===== config.mk =====
export PLATFORM = sky130hd
export DESIGN_NAME = div_seq
export DESIGN_NICKNAME = d
export VERILOG_FILES = /design/src/rtl/div_pkg.sv /design/src/rtl/div_operand_prep.sv /design/src/rtl/div_seq.sv
export SDC_FILE = /design/constraint.sdc
export NUM_CORES = 1
export LEC_CHECK = 0
export CAP_MARGIN = 20
export CORE_MARGIN = 10
export CORE_UTILIZATION = 30
export CTS_BUF_LIST = sky130_fd_sc_hd__clkbuf_2
export CTS_CLUSTER_DIAMETER = 80
export DETAILED_ROUTE_END_ITERATION = 16
export MAX_ROUTING_LAYER = met4
export PLACE_DENSITY_LB_ADDON = 0.08
export SLEW_MARGIN = 20
export SYNTH_ARGS = -nofsm -noshare
export SYNTH_HDL_FRONTEND = slang
export SYNTH_SLANG_ARGS = --single-unit

===== constraint.sdc =====
create_clock -name clk -period 3.33 [get_ports clk]
set_input_delay 0.999 -clock clk [delete_from_list [all_inputs] [get_ports clk]]
set_output_delay 0.999 -clock clk [all_outputs]
set_load 0.03 [all_outputs]

===== src/rtl/div_pkg.sv =====
// ============================================================================
// div_pkg
// Shared definitions for the sequential RISC-V M-extension divider.
//   - Operation encodings carried on req_op.
//   - Sequencer state enum.
//   - Iteration counter width.
//   - Small helpers that classify an operation code.
// ============================================================================
package div_pkg;

    localparam logic [1:0] DIV_OP_DIV  = 2'b00;
    localparam logic [1:0] DIV_OP_DIVU = 2'b01;
    localparam logic [1:0] DIV_OP_REM  = 2'b10;
    localparam logic [1:0] DIV_OP_REMU = 2'b11;

    // Wide enough to count XLEN = 32 iterations.
    localparam int DIV_CNT_W = 6;

    typedef enum logic [2:0] {
        ST_IDLE = 3'd0,
        ST_PREP = 3'd1,
        ST_ITER = 3'd2,
        ST_FIX  = 3'd3,
        ST_DONE = 3'd4
    } div_state_t;

    // DIV and REM treat their operands as two's complement.
    function automatic logic isSignedOp(input logic [1:0] op);
        return (op == DIV_OP_DIV) || (op == DIV_OP_REM);
    endfunction

    // REM and REMU return the remainder instead of the quotient.
    function automatic logic isRemOp(input logic [1:0] op);
        return (op == DIV_OP_REM) || (op == DIV_OP_REMU);
    endfunction

endpackage


===== src/rtl/div_operand_prep.sv =====
// ============================================================================
// div_operand_prep
// Combinational operand conditioning for the divider.
// Ports:
//   i_op        : operation code (DIV/DIVU/REM/REMU)
//   i_a, i_b    : raw dividend and divisor
//   o_absA      : |a| for signed ops, a for unsigned ops
//   o_absB      : |b| for signed ops, b for unsigned ops
//   o_negQuot   : quotient must be negated (operand signs differ)
//   o_negRem    : remainder must be negated (dividend negative)
//   o_divZero   : divisor is zero
//   o_overflow  : signed most-negative / -1 case
// ============================================================================
module div_operand_prep
    import div_pkg::*;
#(
    parameter int XLEN = 32
) (
    input  logic [1:0]      i_op,
    input  logic [XLEN-1:0] i_a,
    input  logic [XLEN-1:0] i_b,
    output logic [XLEN-1:0] o_absA,
    output logic [XLEN-1:0] o_absB,
    output logic            o_negQuot,
    output logic            o_negRem,
    output logic            o_divZero,
    output logic            o_overflow
);

    localparam logic [XLEN-1:0] MIN_VAL = {1'b1, {(XLEN-1){1'b0}}};

    logic w_signedOp;
    logic w_aNeg;
    logic w_bNeg;

    // Work out operand signs and magnitudes. Negating the most-negative value
    // yields the same bit pattern, which is exactly its unsigned magnitude.
    always_comb begin
        w_signedOp = isSignedOp(i_op);
        w_aNeg     = w_signedOp & i_a[XLEN-1];
        w_bNeg     = w_signedOp & i_b[XLEN-1];
        o_absA     = w_aNeg ? -i_a : i_a;
        o_absB     = w_bNeg ? -i_b : i_b;
        o_negQuot  = w_aNeg ^ w_bNeg;
        o_negRem   = w_aNeg;
        o_divZero  = (i_b == '0);
        o_overflow = w_signedOp && (i_a == MIN_VAL) && (i_b == '1);
    end

endmodule


===== src/rtl/div_seq.sv =====
// ============================================================================
// div_seq
// Multi-cycle DIV/DIVU/REM/REMU sequencer. Runs restoring division, one
// quotient bit per cycle, over an external shared combinational adder.
// Ports:
//   clk, rst_n              : clock, asynchronous active-low reset
//   flush                   : abort current operation, return to IDLE
//   req_valid/req_ready     : issue handshake; req_op/req_a/req_b operands
//   resp_valid/resp_ready   : writeback handshake; resp_data result
//   busy                    : sequencer not in IDLE
//   add_x/add_y/add_cin     : operands driven to the shared adder
//   add_f/add_cout          : sum and carry returned by the shared adder
// Build option:
//   DIV_SEQ_EARLY_OUT_EN    : when defined, PREP compares |a| with |b| on the
//                             adder and finishes early when |a| < |b|.
// ============================================================================
module div_seq
    import div_pkg::*;
#(
    parameter int XLEN = 32
) (
    input  logic            clk,
    input  logic            rst_n,
    input  logic            flush,
    input  logic            req_valid,
    output logic            req_ready,
    input  logic [1:0]      req_op,
    input  logic [XLEN-1:0] req_a,
    input  logic [XLEN-1:0] req_b,
    output logic            resp_valid,
    input  logic            resp_ready,
    output logic [XLEN-1:0] resp_data,
    output logic            busy,
    output logic [XLEN-1:0] add_x,
    output logic [XLEN-1:0] add_y,
    output logic            add_cin,
    input  logic [XLEN-1:0] add_f,
    input  logic            add_cout
);

    localparam logic [DIV_CNT_W-1:0] LAST_CNT = DIV_CNT_W'(XLEN - 1);

    div_state_t            r_state;
    logic [1:0]            r_op;
    logic [XLEN-1:0]       r_a;
    logic [XLEN-1:0]       r_b;
    logic [XLEN-1:0]       r_div;
    logic [XLEN-1:0]       r_rem;
    logic [XLEN-1:0]       r_quot;
    logic [DIV_CNT_W-1:0]  r_cnt;
    logic                  r_negQuot;
    logic                  r_negRem;
    logic [XLEN-1:0]       r_respData;

    logic [XLEN-1:0]       w_absA;
    logic [XLEN-1:0]       w_absB;
    logic                  w_negQuot;
    logic                  w_negRem;
    logic                  w_divZero;
    logic                  w_overflow;
    logic [XLEN-1:0]       w_shifted;
    logic                  w_qBit;
    logic [XLEN-1:0]       w_selResult;
    logic                  w_selNeg;
    logic [XLEN-1:0]       w_fixResult;

    div_operand_prep #(.XLEN(XLEN)) u_prep (
        .i_op       (r_op),
        .i_a        (r_a),
        .i_b        (r_b),
        .o_absA     (w_absA),
        .o_absB     (w_absB),
        .o_negQuot  (w_negQuot),
        .o_negRem   (w_negRem),
        .o_divZero  (w_divZero),
        .o_overflow (w_overflow)
    );

    // Datapath helpers. The dividend is shifted out of the top of r_quot while
    // quotient bits fill in from the bottom. If the remainder's top bit is set,
    // the shifted value exceeds XLEN bits and is certainly >= the divisor, so
    // the subtraction is taken even though the adder carry cannot show it.
    always_comb begin
        w_shifted   = {r_rem[XLEN-2:0], r_quot[XLEN-1]};
        w_qBit      = add_cout | r_rem[XLEN-1];
        w_selResult = isRemOp(r_op) ? r_rem : r_quot;
        w_selNeg    = isRemOp(r_op) ? r_negRem : r_negQuot;
        w_fixResult = w_selNeg ? add_f : w_selResult;
    end

    // Drive the shared adder only in the states that need it; zeros otherwise
    // so the adder sees quiet inputs while the divider is idle.
    always_comb begin
        add_x   = '0;
        add_y   = '0;
        add_cin = 1'b0;
        case (r_state)
`ifdef DIV_SEQ_EARLY_OUT_EN
            ST_PREP: begin
                add_x   = w_absA;
                add_y   = ~w_absB;
                add_cin = 1'b1;
            end
`endif
            ST_ITER: begin
                add_x   = w_shifted;
                add_y   = ~r_div;
                add_cin = 1'b1;
            end
            ST_FIX: begin
                if (w_selNeg) begin
                    add_x   = '0;
                    add_y   = ~w_selResult;
                    add_cin = 1'b1;
                end
            end
            default: begin
            end
        endcase
    end

    // Main sequencer. Flush overrides everything and returns to IDLE. Special
    // cases resolved in PREP load their final values with negation disabled
    // and pass through FIX, which is the single place the response register
    // is loaded.
    always_ff @(posedge clk or negedge rst_n) begin
        if (!rst_n) begin
            r_state    <= ST_IDLE;
            r_op       <= DIV_OP_DIV;
            r_a        <= '0;
            r_b        <= '0;
            r_div      <= '0;
            r_rem      <= '0;
            r_quot     <= '0;
            r_cnt      <= '0;
            r_negQuot  <= 1'b0;
            r_negRem   <= 1'b0;
            r_respData <= '0;
        end else if (flush) begin
            r_state <= ST_IDLE;
        end else begin
            case (r_state)
                ST_IDLE: begin
                    if (req_valid) begin
                        r_op    <= req_op;
                        r_a     <= req_a;
                        r_b     <= req_b;
                        r_state <= ST_PREP;
                    end
                end
                ST_PREP: begin
                    r_negQuot <= 1'b0;
                    r_negRem  <= 1'b0;
                    if (w_divZero) begin
                        r_quot  <= '1;
                        r_rem   <= r_a;
                        r_state <= ST_FIX;
                    end else if (w_overflow) begin
                        r_quot  <= r_a;
                        r_rem   <= '0;
                        r_state <= ST_FIX;
`ifdef DIV_SEQ_EARLY_OUT_EN
                    end else if (!add_cout) begin
                        r_quot  <= '0;
                        r_rem   <= r_a;
                        r_state <= ST_FIX;
`endif
                    end else begin
                        r_negQuot <= w_negQuot;
                        r_negRem  <= w_negRem;
                        r_quot    <= w_absA;
                        r_div     <= w_absB;
                        r_rem     <= '0;
                        r_cnt     <= '0;
                        r_state   <= ST_ITER;
                    end
                end
                ST_ITER: begin
                    r_rem  <= w_qBit ? add_f : w_shifted;
                    r_quot <= {r_quot[XLEN-2:0], w_qBit};
                    r_cnt  <= r_cnt + 1'b1;
                    if (r_cnt == LAST_CNT) begin
                        r_state <= ST_FIX;
                    end
                end
                ST_FIX: begin
                    r_respData <= w_fixResult;
                    r_state    <= ST_DONE;
                end
                ST_DONE: begin
                    if (resp_ready) begin
                        r_state <= ST_IDLE;
                    end
                end
                default: begin
                    r_state <= ST_IDLE;
                end
            endcase
        end
    end

    assign req_ready  = (r_state == ST_IDLE) && !flush;
    assign busy       = (r_state != ST_IDLE);
    assign resp_valid = (r_state == ST_DONE);
    assign resp_data  = r_respData;

endmodule

==> impl_metrics.py, run 1 <==
metrics = {
    "sta": {
        "fmaxAchievable_mhz": 286,
        "finalMaxSlewViolations": 0,
        "finalCritPeriodShare": 1.05,
        "timing.slew.headroom": 0.492,
        "holdWs_ns": 0.488,
        "timing.clock.skew_ns": 0.0705,
        "timing_hold_violations_final": 0,
        "tightestPinTransition_ns": 0.761,
        "final.min_clock_period_ns": 3.49,
        "final_report_setup_violation_count": 32,
        "final.setup.worst_slack_ns": -0.164,
        "unrepaired_setup_endpoints_after_global_routing": "true",
    },
    "clock_tree": {
        "clkLatencyLatePin_ns": 0.96,
        "cts.path.max_buffers": 3,
        "cts_tree": "built",
        "cts_num_sinks": 205,
        "cts-htree-levels": 2,
        "clock_tree.root_cell": "sky130_fd_sc_hd__clkbuf_2",
        "cts.clk_slew.worst_paths_ns": 0.11,
        "tritoncts.num_buffers": 60,
    },
    "worst_hold_path": {
        "hold_path_class": "flop to flop",
    },
    "floorplanning": {
        "design.die.area_um2": 45300,
        "pin_count": 204,
        "chipHeight_um": 213,
        "placeable_area_um2": 36600,
        "row_count": 70,
        "initial_core_util": 0.304,
        "die_width_um": 213,
    },
    "power": {
        "intPower_w": 0.00764,
        "pwr-share-comb": 0.486,
        "p_clk_frac": 0.149,
        "static-leakage-power_nw": 6.35,
        "sequentialPowerShare": 0.364,
        "power_density_nw_per_um2": 945,
        "p_sw_frac": 0.457,
        "p_sw_w": 0.00644,
        "ir_drop_v": 0.000329,
    },
    "setup_path": {
        "timing.critical_path.to_type": "output pin",
        "worstRegToRegCells": 10,
        "worstSetupEndpoint": "add_y[18]",
        "r2r-end": "r_div[27]$_DFFE_PN0P_",
        "path_buf_inv": 2,
        "critPathKind": "flop to output pin",
        "critical_path.reg2reg.startpoint": "r_a[27]$_DFFE_PN0P_",
        "r2r_setup_slack_ns": 0.66,
        "cp_top_family": "flip-flops",
        "worst-path-stages": 5,
        "start_point_of_the_critical_path": "r_op[1]$_DFFE_PN0P_",
        "max_stage_delay_ns": 0.44,
        "cp.arrival_ns": 2.49,
        "worstPathRequired_ns": 2.33,
        "worstPathCellList": "mux2i_4, or3_4, buf_16, o22ai_2, buf_6",
        "critPathMaxFanout": 16,
        "start_kind": "flop",
        "critical_path.slowest_cell": "sky130_fd_sc_hd__dfrtp_2",
    },
    "cells_and_area": {
        "drive_above_1_share": 0.256,
        "postLayoutCoreUtil": 0.407,
        "flow.area_growth_from_synthesis_pct": 33.8,
        "final_area_um2": 14900,
        "final_cell_count_no_fill": 1924,
        "nets": 1521,
    },
    "synth": {
        "yosys.cell_types.count": 48,
        "synth_top_cell_by_area": "sky130_fd_sc_hd__dfrtp_1",
        "post_synth_most_frequent_cells": "sky130_fd_sc_hd__dfrtp_1, sky130_fd_sc_hd__a21oi_1, sky130_fd_sc_hd__nand2_1",
        "post_synthesis_instance_total": 1185,
        "cell_with_the_most_instances_after_synthesis": "sky130_fd_sc_hd__dfrtp_1",
        "synthFlopType": "sky130_fd_sc_hd__dfrtp_1",
        "synth.yosys.warnings": 0,
        "postSynth.asyncResetShare": 1.00,
        "syn-mean-instance-area_um2": 9.40,
        "yosys.area.top_type_share": 0.460,
        "syn_area_um2": 11100,
        "number_of_enable_flip_flop_cells_after_synthesis": 0,
        "yosys_register_bits": 205,
        "synth.area.top_cells": "sky130_fd_sc_hd__dfrtp_1, sky130_fd_sc_hd__mux2_2, sky130_fd_sc_hd__a21oi_1",
        "net_count_of_the_mapped_netlist": 1293,
        "seq_area_frac_synth": 0.460,
    },
    "placed_design": {
        "dpl.cell_count": 1808,
        "pre_cts_ws_ns": 0.198,
        "post-dp-hpwl_um": 29400,
        "place.port_buffers": 203,
        "dpl-instance-area_um2": 13800,
        "gp_congestion": 0.805,
    },
    "drt": {
        "detail_route.iter0.violations": 452,
        "number_of_vias_after_detailed_routing": 9745,
        "vias_per_cell": 5.06,
        "drtPass1Iterations": 5,
        "avgRoutedWirePerCell_um": 21.5,
        "post-route-drc-count": 0,
        "drtAntennaViolNets": 0,
        "final_wirelength_um": 41400,
    },
    "global_route": {
        "grt_start_max_net_pins": 67,
        "via_count_of_the_first_global_routing_pass": 10300,
        "antenna_found_initial": 2,
        "global_route.overflow_total": 0,
        "track_usage": 0.187,
        "global_route_wire_length_before_repair_um": 63300,
    },
    "outcome": {
        "outcome": "finished with violations",
        "violated_checks": "setup timing",
    },
    "flow_run": {
        "maxCapViolCount": 0,
    },
}
==> worst min-delay path by stage <==
| stage | slack [ns] | cells after the start | to | startpoint |
|---|---|---|---|---|
| final | 0.49 | 2 | resp_data[13]$_DFFE_PN0P_ | resp_data[13]$_DFFE_PN0P_ |
| after global routing | 0.53 | 2 | resp_data[24]$_DFFE_PN0P_ | resp_data[24]$_DFFE_PN0P_ |
| after CTS | 0.48 | 2 | r_a[25]$_DFFE_PN0P_ | rst_n |
| after detailed placement | 0.47 | 2 | resp_data[12]$_DFFE_PN0P_ | resp_data[12]$_DFFE_PN0P_ |
| after global placement | 0.46 | 2 | resp_data[0]$_DFFE_PN0P_ | resp_data[0]$_DFFE_PN0P_ |
| after floorplan | 0.45 | 2 | r_negRem$_DFFE_PN0P_ | r_negRem$_DFFE_PN0P_ |
==> routing by layer <==
layer,wire length (um),global-route usage,share of wire
met1,19000,0.239,0.46
met4,765,0.0485,0.018
met2,19600,0.297,0.47
met5,0,-,0
met3,2070,0.0394,0.050
==> repair_timing <==
action / CTS / global route
gates resized for setup: 243 / 10
pin swaps: 2 / 0
hold buffers: 1 / 0
setup endpoints to repair: 67 / 35
hold endpoints to repair: 47 / 0
buffers inserted: 8 / 0
gates cloned: 2 / 0
==> per-stage QoR <==
step | power, W | setup TNS [ns]
2_1_floorplan | 0.00892 | 0
3_3_place_gp | 0.0116 | 0
3_5_place_dp | 0.0116 | 0
4_1_cts | 0.0142 | -7.77
5_1_grt | 0.0151 | -7.30
6_report | 0.0141 | -3.66
==> flip-flops by register name, summed over array words and instances, names as in the netlist, 3 cells and up <==
| register | count |
|---|---|
| r_rem | 32 |
| r_state | 3 |
| r_b | 32 |
| r_cnt | 6 |
| r_a | 32 |
| r_quot | 32 |
| resp_data | 32 |
| r_div | 32 |
==> worst min-delay path: cells and delay by family, from the launching register on <==
family | cells | cell delay, ns
AND/OR/NAND/NOR | 1 | 0.05
flip-flops | 1 | 0.36
AO/OA/AOI/OAI | 1 | 0.06
==> placed cells by master (no fill, tap or decap), types with 4 or more instances in the layout <==
cell	Yosys	layout
sky130_fd_sc_hd__buf_12	0	19
sky130_fd_sc_hd__nand4_1	14	14
sky130_fd_sc_hd__nor2b_1	4	4
sky130_fd_sc_hd__clkbuf_2	0	87
sky130_fd_sc_hd__o21ai_1	4	4
sky130_fd_sc_hd__a31oi_1	6	6
sky130_fd_sc_hd__buf_6	8	33
sky130_fd_sc_hd__a21oi_1	159	159
sky130_fd_sc_hd__nand3_1	6	5
sky130_fd_sc_hd__o22ai_2	0	19
sky130_fd_sc_hd__o21ai_0	74	74
sky130_fd_sc_hd__mux2i_1	33	32
sky130_fd_sc_hd__mux2_2	99	99
sky130_fd_sc_hd__xor2_1	25	25
sky130_fd_sc_hd__dfrtp_1	205	202
sky130_fd_sc_hd__nor2_1	115	113
sky130_fd_sc_hd__clkinv_1	0	12
sky130_fd_sc_hd__nor4_1	6	6
sky130_fd_sc_hd__o31ai_1	9	9
sky130_fd_sc_hd__inv_1	9	8
sky130_fd_sc_hd__buf_2	2	25
sky130_fd_sc_hd__o22ai_4	0	13
sky130_fd_sc_hd__clkdlybuf4s50_1	0	134
sky130_fd_sc_hd__nor4_4	4	4
sky130_fd_sc_hd__and3_1	33	31
sky130_fd_sc_hd__o22ai_1	39	7
sky130_fd_sc_hd__xnor2_1	37	37
sky130_fd_sc_hd__buf_4	0	32
sky130_fd_sc_hd__or4_1	8	8
sky130_fd_sc_hd__mux2_4	4	4
sky130_fd_sc_hd__or3_1	23	22
sky130_fd_sc_hd__nand2_1	125	123
sky130_fd_sc_hd__nand2b_1	5	5
sky130_fd_sc_hd__ha_1	4	4
sky130_fd_sc_hd__nor3_1	22	21
==> cell type report <==
type,instances,area [um^2]
clock inverters,17,145
flip-flops and latches,205,5130
inverters,9,33.8
diodes,1,2.50
fillers,3760,21700
well taps,468,586
repair buffers,252,2610
clock buffers,87,435
multi-input cells,885,5960
==> kinds of logic after synthesis <==
| logic type | synth area share |
|---|---|
| AO/OA/AOI/OAI | 0.147 |
| XOR/XNOR | 0.0487 |
| adder cells (fa/ha/maj) | 0.00449 |
| buffers and inverters | 0.0376 |
| flip-flops | 0.460 |
| multiplexers | 0.135 |
| AND/OR/NAND/NOR | 0.167 |
==> power groups by stage <==
stage	sequential, W	clock, W	combinational, W
after floorplan	0.00492	0	0.00400
after global placement	0.00510	0	0.00648
after detailed placement	0.00511	0	0.00652
after CTS	0.00511	0.00221	0.00688
after global routing	0.00532	0.00232	0.00748
final	0.00513	0.00210	0.00685
Power figures use the tool's default switching activity.
==> run 2: changes to the inputs <==
--- a/config.mk
+++ b/config.mk
@@ -5,7 +5,6 @@
 export SDC_FILE = /design/constraint.sdc
 export NUM_CORES = 1
 export LEC_CHECK = 0
-export CAP_MARGIN = 20
 export CORE_MARGIN = 10
 export CORE_UTILIZATION = 30
 export CTS_BUF_LIST = sky130_fd_sc_hd__clkbuf_2
==> results of run 2 <==
Same layout as run 1: the final DEF is identical, and so are final timing and power.
